`src/rtl/alu_pkg.sv`:
```
// alu_pkg: shared definitions for the ALU issue controller.
//   ALU_W / ALU_OPW     : default operand/result and opcode widths
//   ALU_SETTLE          : default clock edges between driving alu_* and sampling alu_x/alu_y
//   ALU_DEPTH           : default command FIFO depth
//   alu_state_e         : issue FSM state (IDLE -> DRIVE -> RESP)
//   alu_cmd_t           : one command {a, b, op} at the default widths
package alu_pkg;

  localparam int ALU_W      = 4;
  localparam int ALU_OPW    = 4;
  localparam int ALU_SETTLE = 2;
  localparam int ALU_DEPTH  = 4;

  typedef enum logic [1:0] {
    IDLE  = 2'd0,
    DRIVE = 2'd1,
    RESP  = 2'd2
  } alu_state_e;

  typedef struct packed {
    logic [ALU_W-1:0]   a;
    logic [ALU_W-1:0]   b;
    logic [ALU_OPW-1:0] op;
  } alu_cmd_t;

endpackage

```
`src/rtl/alu_cmd_fifo.sv`:
```
// alu_cmd_fifo: synchronous show-ahead FIFO holding buffered ALU commands.
// Ports:
//   clk, rst_n    : clock (rising edge), asynchronous active-low reset
//   push_i        : write push_data_i this edge (ignored when full)
//   push_data_i   : command word {a, b, op}
//   pop_i         : drop the head entry this edge (ignored when empty)
//   head_o        : current head entry, valid whenever empty_o is low
//   full_o        : DEPTH entries held
//   empty_o       : no entries held
// Push and pop on the same edge both take effect; the count stays unchanged.
module alu_cmd_fifo #(
  parameter int DW    = 12,
  parameter int DEPTH = 4
) (
  input  logic          clk,
  input  logic          rst_n,
  input  logic          push_i,
  input  logic [DW-1:0] push_data_i,
  input  logic          pop_i,
  output logic [DW-1:0] head_o,
  output logic          full_o,
  output logic          empty_o
);

  localparam int AW = $clog2(DEPTH);
  localparam logic [AW:0] FULL_CNT = (AW+1)'(DEPTH);

  logic [DW-1:0] mem_q [DEPTH];
  logic [AW-1:0] wr_ptr_q;
  logic [AW-1:0] rd_ptr_q;
  logic [AW:0]   count_q;
  logic          do_push;
  logic          do_pop;

  assign full_o  = (count_q == FULL_CNT);
  assign empty_o = (count_q == '0);
  assign do_push = push_i & ~full_o;
  assign do_pop  = pop_i & ~empty_o;
  assign head_o  = mem_q[rd_ptr_q];

  // Storage carries no reset; entries are only observable after a push.
  always_ff @(posedge clk) begin
    if (do_push) mem_q[wr_ptr_q] <= push_data_i;
  end

  // DEPTH is a power of two, so the pointers wrap naturally.
  always_ff @(posedge clk or negedge rst_n) begin
    if (!rst_n) begin
      wr_ptr_q <= '0;
      rd_ptr_q <= '0;
      count_q  <= '0;
    end else begin
      if (do_push) wr_ptr_q <= wr_ptr_q + 1'b1;
      if (do_pop)  rd_ptr_q <= rd_ptr_q + 1'b1;
      case ({do_push, do_pop})
        2'b10:   count_q <= count_q + 1'b1;
        2'b01:   count_q <= count_q - 1'b1;
        default: count_q <= count_q;
      endcase
    end
  end

endmodule

```
`src/rtl/alu_issue_ctrl.sv`:
```
// alu_issue_ctrl: initiator side of the ALU operand interface.
// Commands {a, b, op} arrive on a valid/ready stream, are buffered in a FIFO and
// issued one at a time onto registered alu_a/alu_b/alu_opcode. SETTLE edges later
// alu_x/alu_y are captured and returned on a valid/ready response stream in
// command order. The opcode is carried through untouched.
// Ports:
//   clk, rst_n                     : clock (rising edge), asynchronous active-low reset
//   cmd_valid/cmd_ready            : command stream, cmd_a/cmd_b/cmd_op payload
//   alu_a/alu_b/alu_opcode         : registered operands to the combinational ALU
//   alu_x/alu_y                    : ALU results
//   rsp_valid/rsp_ready            : response stream, rsp_x/rsp_y/rsp_op payload
//   busy                           : FSM not idle or commands still buffered
//   tx_count                       : completed responses, modulo 256
//   dbg_state                      : current FSM state
// Handshake rule (both streams): a transfer happens on a rising edge where valid
// and ready are both high; the source keeps valid and payload stable until then,
// and ready never depends on valid.
module alu_issue_ctrl
  import alu_pkg::*;
#(
  parameter int W      = ALU_W,
  parameter int OPW    = ALU_OPW,
  parameter int SETTLE = ALU_SETTLE,
  parameter int DEPTH  = ALU_DEPTH
) (
  input  logic           clk,
  input  logic           rst_n,
  input  logic           cmd_valid,
  output logic           cmd_ready,
  input  logic [W-1:0]   cmd_a,
  input  logic [W-1:0]   cmd_b,
  input  logic [OPW-1:0] cmd_op,
  output logic [W-1:0]   alu_a,
  output logic [W-1:0]   alu_b,
  output logic [OPW-1:0] alu_opcode,
  input  logic [W-1:0]   alu_x,
  input  logic [W-1:0]   alu_y,
  output logic           rsp_valid,
  input  logic           rsp_ready,
  output logic [W-1:0]   rsp_x,
  output logic [W-1:0]   rsp_y,
  output logic [OPW-1:0] rsp_op,
  output logic           busy,
  output logic [7:0]     tx_count,
  output alu_state_e     dbg_state
);

  localparam int DW    = 2*W + OPW;
  localparam int CNT_W = (SETTLE > 1) ? $clog2(SETTLE) : 1;
  localparam logic [CNT_W-1:0] CNT_INIT = CNT_W'(SETTLE - 1);

  if (SETTLE < 1) begin : g_bad_settle
    $error("alu_issue_ctrl: SETTLE must be at least 1");
  end
  if ((DEPTH < 2) || ((DEPTH & (DEPTH - 1)) != 0)) begin : g_bad_depth
    $error("alu_issue_ctrl: DEPTH must be a power of two and at least 2");
  end

  alu_state_e     state_q;
  logic [CNT_W-1:0] cnt_q;
  logic [W-1:0]   alu_a_q, alu_b_q, rsp_x_q, rsp_y_q;
  logic [OPW-1:0] alu_op_q, rsp_op_q;
  logic           rsp_valid_q;
  logic [7:0]     tx_count_q;

  logic           fifo_full, fifo_empty, fifo_push, fifo_pop;
  logic [DW-1:0]  fifo_head;
  logic [W-1:0]   head_a, head_b;
  logic [OPW-1:0] head_op;

  // cmd_ready depends only on occupancy, never on a same-cycle pop.
  assign cmd_ready = ~fifo_full;
  assign fifo_push = cmd_valid & ~fifo_full;

  // Pop from IDLE, or straight out of RESP on the response handshake so the
  // next command issues without passing through IDLE.
  assign fifo_pop = ~fifo_empty &
                    ((state_q == IDLE) | ((state_q == RESP) & rsp_ready));

  assign {head_a, head_b, head_op} = fifo_head;

  alu_cmd_fifo #(
    .DW    (DW),
    .DEPTH (DEPTH)
  ) u_fifo (
    .clk         (clk),
    .rst_n       (rst_n),
    .push_i      (fifo_push),
    .push_data_i ({cmd_a, cmd_b, cmd_op}),
    .pop_i       (fifo_pop),
    .head_o      (fifo_head),
    .full_o      (fifo_full),
    .empty_o     (fifo_empty)
  );

  always_ff @(posedge clk or negedge rst_n) begin
    if (!rst_n) begin
      state_q     <= IDLE;
      cnt_q       <= '0;
      alu_a_q     <= '0;
      alu_b_q     <= '0;
      alu_op_q    <= '0;
      rsp_x_q     <= '0;
      rsp_y_q     <= '0;
      rsp_op_q    <= '0;
      rsp_valid_q <= 1'b0;
      tx_count_q  <= '0;
    end else begin
      case (state_q)
        IDLE: begin
          if (fifo_pop) begin
            alu_a_q  <= head_a;
            alu_b_q  <= head_b;
            alu_op_q <= head_op;
            cnt_q    <= CNT_INIT;
            state_q  <= DRIVE;
          end
        end
        DRIVE: begin
          if (cnt_q == '0) begin
            rsp_x_q     <= alu_x;
            rsp_y_q     <= alu_y;
            rsp_op_q    <= alu_op_q;
            rsp_valid_q <= 1'b1;
            state_q     <= RESP;
          end else begin
            cnt_q <= cnt_q - 1'b1;
          end
        end
        RESP: begin
          if (rsp_ready) begin
            rsp_valid_q <= 1'b0;
            tx_count_q  <= tx_count_q + 8'd1;
            if (fifo_pop) begin
              alu_a_q  <= head_a;
              alu_b_q  <= head_b;
              alu_op_q <= head_op;
              cnt_q    <= CNT_INIT;
              state_q  <= DRIVE;
            end else begin
              state_q <= IDLE;
            end
          end
        end
        default: state_q <= IDLE;
      endcase
    end
  end

  assign alu_a      = alu_a_q;
  assign alu_b      = alu_b_q;
  assign alu_opcode = alu_op_q;
  assign rsp_valid  = rsp_valid_q;
  assign rsp_x      = rsp_x_q;
  assign rsp_y      = rsp_y_q;
  assign rsp_op     = rsp_op_q;
  assign tx_count   = tx_count_q;
  assign busy       = (state_q != IDLE) | ~fifo_empty;
  assign dbg_state  = state_q;

endmodule

```
`config.mk`:
```
export PLATFORM = sky130hd
export DESIGN_NAME = alu_issue_ctrl
export DESIGN_NICKNAME = d
export VERILOG_FILES = /design/src/rtl/alu_pkg.sv /design/src/rtl/alu_cmd_fifo.sv /design/src/rtl/alu_issue_ctrl.sv
export SDC_FILE = /design/constraint.sdc
export NUM_CORES = 1
export LEC_CHECK = 0
export ABC_AREA = 1
export BUFFER_PORTS_ARGS = -buffer_cell sky130_fd_sc_hd__buf_2
export CAP_MARGIN = 40
export CORE_AREA = 10 10 98 100
export DETAILED_ROUTE_END_ITERATION = 6
export DIE_AREA = 0 0 108 110
export GPL_ROUTABILITY_DRIVEN = 1
export PLACE_DENSITY_LB_ADDON = 0.15
export SLEW_MARGIN = 15
export SYNTH_ARGS = -nofsm -noshare
export SYNTH_HDL_FRONTEND = slang
export SYNTH_SLANG_ARGS = --single-unit
```
`constraint.sdc`:
```
create_clock -name clk -period 2.1 [get_ports clk]
set_input_delay 0.105 -clock clk [delete_from_list [all_inputs] [get_ports clk]]
set_output_delay 0.105 -clock clk [all_outputs]
set_load 0.005 [all_outputs]
```
==> metrics.md <==
| Metric | Value |
|---|---|
| DR vias | `2,512` |
| Area of the multi-input gates | `around 1100 um^2` |
| CTS root buffer | `clkbuf_8` |
| Async set-reset flop share out of synthesis | `0.473` |
| Count leader, synth | `nand2_1` |
| CTS tree | `built` |
| Port bufs | `60` |
| Fin crit share | `0.937` |
| Post-DP HPWL | `4.93 mm` |
| Crit-path slowest cell | `dfrtp_1` |
| Worst-path maximum fanout | `4` |
| Initial DRC Count | `88` |
| Crit end category | `flip-flop` |
| RSZ-0062 raised after global routing | `false` |
| Final Critical Period | `1.97 ns` |
| Max VDD drop | `0.643 mV` |
| Post-synthesis cell count | `343` |
| Post-synthesis cell type count | `26` |
| Routed vias/inst | `between 4 and 5` |
| Worst hold path class | `in -> reg` |
| Internal power | `approximately 3.8 mW` |
| Sequential share of the synthesized area | `0.665` |
| First-pass GRT wire length | `12.0 mm` |
| Row count | `32` |
| Sequential share of power | `0.447` |
| Area contributors post-synth | `edfxtp_1 38%, dfrtp_1 28%, nand2_1 12%, nand3_1 5.7%, ha_1 2.0%` |
| Area Growth Syn to Fin | `20.7%` |
| Post-DR wirelength/cell | `13.6 um` |
| FF+latch area | `2520 um^2` |
| All-Layer GR Usage | `0.126` |
| Clock Latency Late Sink | `0.35 ns` |
| Cell Area, Synth | `between 3000 and 4000 um^2` |
| Post-synth top cells | `121 x nand2_1, 48 x edfxtp_1, 43 x dfrtp_1, 43 x nand3_1, 18 x inv_1` |
| Switching power | `roughly 2.3 mW` |
| Yosys warning count | `0` |
| Nets | `approximately 460` |
| CP Launch Type | `flip-flop` |
| Core Box Area | `approximately 7600 um^2` |
| Setup ws final | `around 0.13 ns` |
| Post-placement cell count | `503` |
| Fill cell count | `between 600 and 700` |
| Most common cell on crit path | `inv_1` |
| Final Hold Vio Count | `0` |
| Clock Tree Buf Depth | `2` |
| Worst slew pin tran | `approximately 0.55 ns` |
| Critical Path Max Stage Delay | `0.41 ns` |
| Top-area cell type share of the netlist area | `0.381` |
| N_diodes | `0` |
| CP required | `2.37 ns` |
| DRC Markers | `0` |
| Clock sink count | `a little over 90` |
| Non-Filler Instances | `539` |
| Syn Area/Cell | `11.0 um^2` |
| Critical Setup Path Class | `reg -> reg` |
| Critical path, cell by cell | `inv_1 > nand3_1 > nand2_2 > ha_1 > inv_1 > fa_1 > or2_2 > nand2_1 > xor2_1` |
| Synthesized flop and latch total | `91` |
| Clock transition at the registers of the reported paths | `~0.09 ns` |
| Number of setup violations in the final report | `0` |
| Crit path arrival time | `2.24 ns` |
| Slew HR | `0.636` |
| CP top delay family | `simple AND/OR/NAND/NOR gates` |
| # resized after CTS | `0` |
| Largest net degree at the start of global routing | `44` |
| Mapped Nets | `374` |
| Initial Utilization | `0.495` |
| Die area | `11,900 um^2` |
| Pwr dens | `1340 nW/um^2` |
| Vias in the first global route | `2,509` |
| Die extent in y | `110 um` |
| Grt ovf | `0` |
| Share of cells above drive strength 1 | `0.231` |
| Die span in x | `108 um` |
| Leakage | `2.09 nW` |
| Combinational share of power | `0.382` |
| Skew final | `0.00982 ns` |
| Number of synthesized flops with an enable pin | `48` |
| Drt pass-1 iters | `5` |
| Fmax | `508 MHz` |
| Slew Viols, Final | `0` |
| GPL Wtd Cong | `0.725` |
| Sw Share | `0.380` |
| Final setup TNS | `0 ns` |
| Worst slack at placement | `0.142 ns` |
| H-tree Lvls | `3` |
| # IOs | `61` |
| Cell taking the most area after synthesis | `edfxtp_1` |
| CTS Buf Count | `9` |
| Synth Flop Type | `edfxtp_1` |
| Status | `finished, final reports clean` |
| Antenna violations before repair | `0` |
| Post-route ant nets | `0` |
| Max-cap violations | `0` |
| Clk network pwr share | `0.171` |
| WL final | `7.31 mm` |
| CP Buf/Inv Count | `2` |
cell families (layout without fill, tap and decap cells):
logic type               count (synthesis)  in the layout  share of synthesized area
buffers and inverters                   35            129                     0.0506
adder cells (fa/ha/maj)                  7              7                     0.0251
flip-flops                              91             91                      0.665
AND/OR/NAND/NOR                        184            184                      0.214
XOR/XNOR                                 9              9                     0.0228
AO/OA/AOI/OAI                           17             17                     0.0225
state kept, by name, indices dropped and copies added (netlist names), 3 cells and up:
signal,flops
alu_a,4
u_fifo.count_q,3
rsp_y,4
u_fifo.mem_q,48
tx_count,8
alu_opcode,4
rsp_x,4
alu_b,4
rsp_op,4
cells in the final DEF, fill, tap and decap left out, types with 5 or more instances in the layout:
cell type and instances:
clkbuf_8 9, nor2_1 8, dfrtp_1 43, inv_1 18
buf_4 12, xor2_1 5, buf_2 60, o21ai_1 7
nand3_1 43, dlygate4sd3_1 20, edfxtp_1 48, nand2_1 121
ha_1 6, o21ai_0 8
metrics by stage:
step	hold WS (ns)	util	instance area [um^2]	total power [mW]
6_report	0.0146	0.597	4570	6.12
5_1_grt	0.0170	0.597	4570	6.66
4_1_cts	0.00915	0.597	4570	6.23
2_1_floorplan	-0.191	-	3780	4.39
3_5_place_dp	0.216	0.548	4190	5.14
3_3_place_gp	0.211	0.548	4190	5.05
worst min-delay path, stage by stage:
cell     delay (ns)
buf_2          0.08
nand3_1        0.07
nand2_1        0.07
routing by layer:
layer	track usage	wire [um]	vias up
li1	-	-	1305
met1	0.160	3410	1138
met2	0.200	3330	60
met3	0.0354	462	9
met4	0.0525	104	0
met5	0	0	-
area by class of cell:
type,count,share of cell area
tap,102,0.0279
multi-input combinational,217,0.235
clock inverter,7,0.0112
inverter,21,0.0178
clock buffer,9,0.0271
sequential,91,0.551
timing repair buffer,92,0.129
final timing paths:
check | start | endpoint | slack, ns | cells past startpoint
setup / recovery | u_fifo.count_q[0]$_DFFE_PN0P_ | u_fifo.count_q[2]$_DFFE_PN0P_ | 0.13 | 9
hold / removal | alu_y[2] | rsp_y[2]$_DFFE_PN0P_ | 0.01 | 3
setup reg to reg | u_fifo.count_q[0]$_DFFE_PN0P_ | u_fifo.count_q[2]$_DFFE_PN0P_ | 0.13 | 9
hold reg to reg | rsp_valid$_DFFE_PN0P_ | rsp_valid$_DFFE_PN0P_ | 0.47 | 2
max in group asynchronous | rst_n | rsp_op[0]$_DFFE_PN0P_ | 1.35 | 3
min in group asynchronous | rst_n | tx_count[5]$_DFFE_PN0P_ | 0.37 | 3
repair_timing:
action / in CTS / in global routing
setup buffers: 0 / 0
hold endpoints to repair: 98 / 0
hold buffers: 20 / 0
power groups by stage:
stage          registers [mW]  clock network (mW)  logic [mW]
5_1_grt                  2.80                1.16        2.70
3_3_place_gp             2.76                   0        2.30
4_1_cts                  2.74                1.08        2.41
6_report                 2.73                1.05        2.34
3_5_place_dp             2.77                   0        2.37
2_1_floorplan            2.78                   0        1.62
Power figures use the tool's default switching activity.
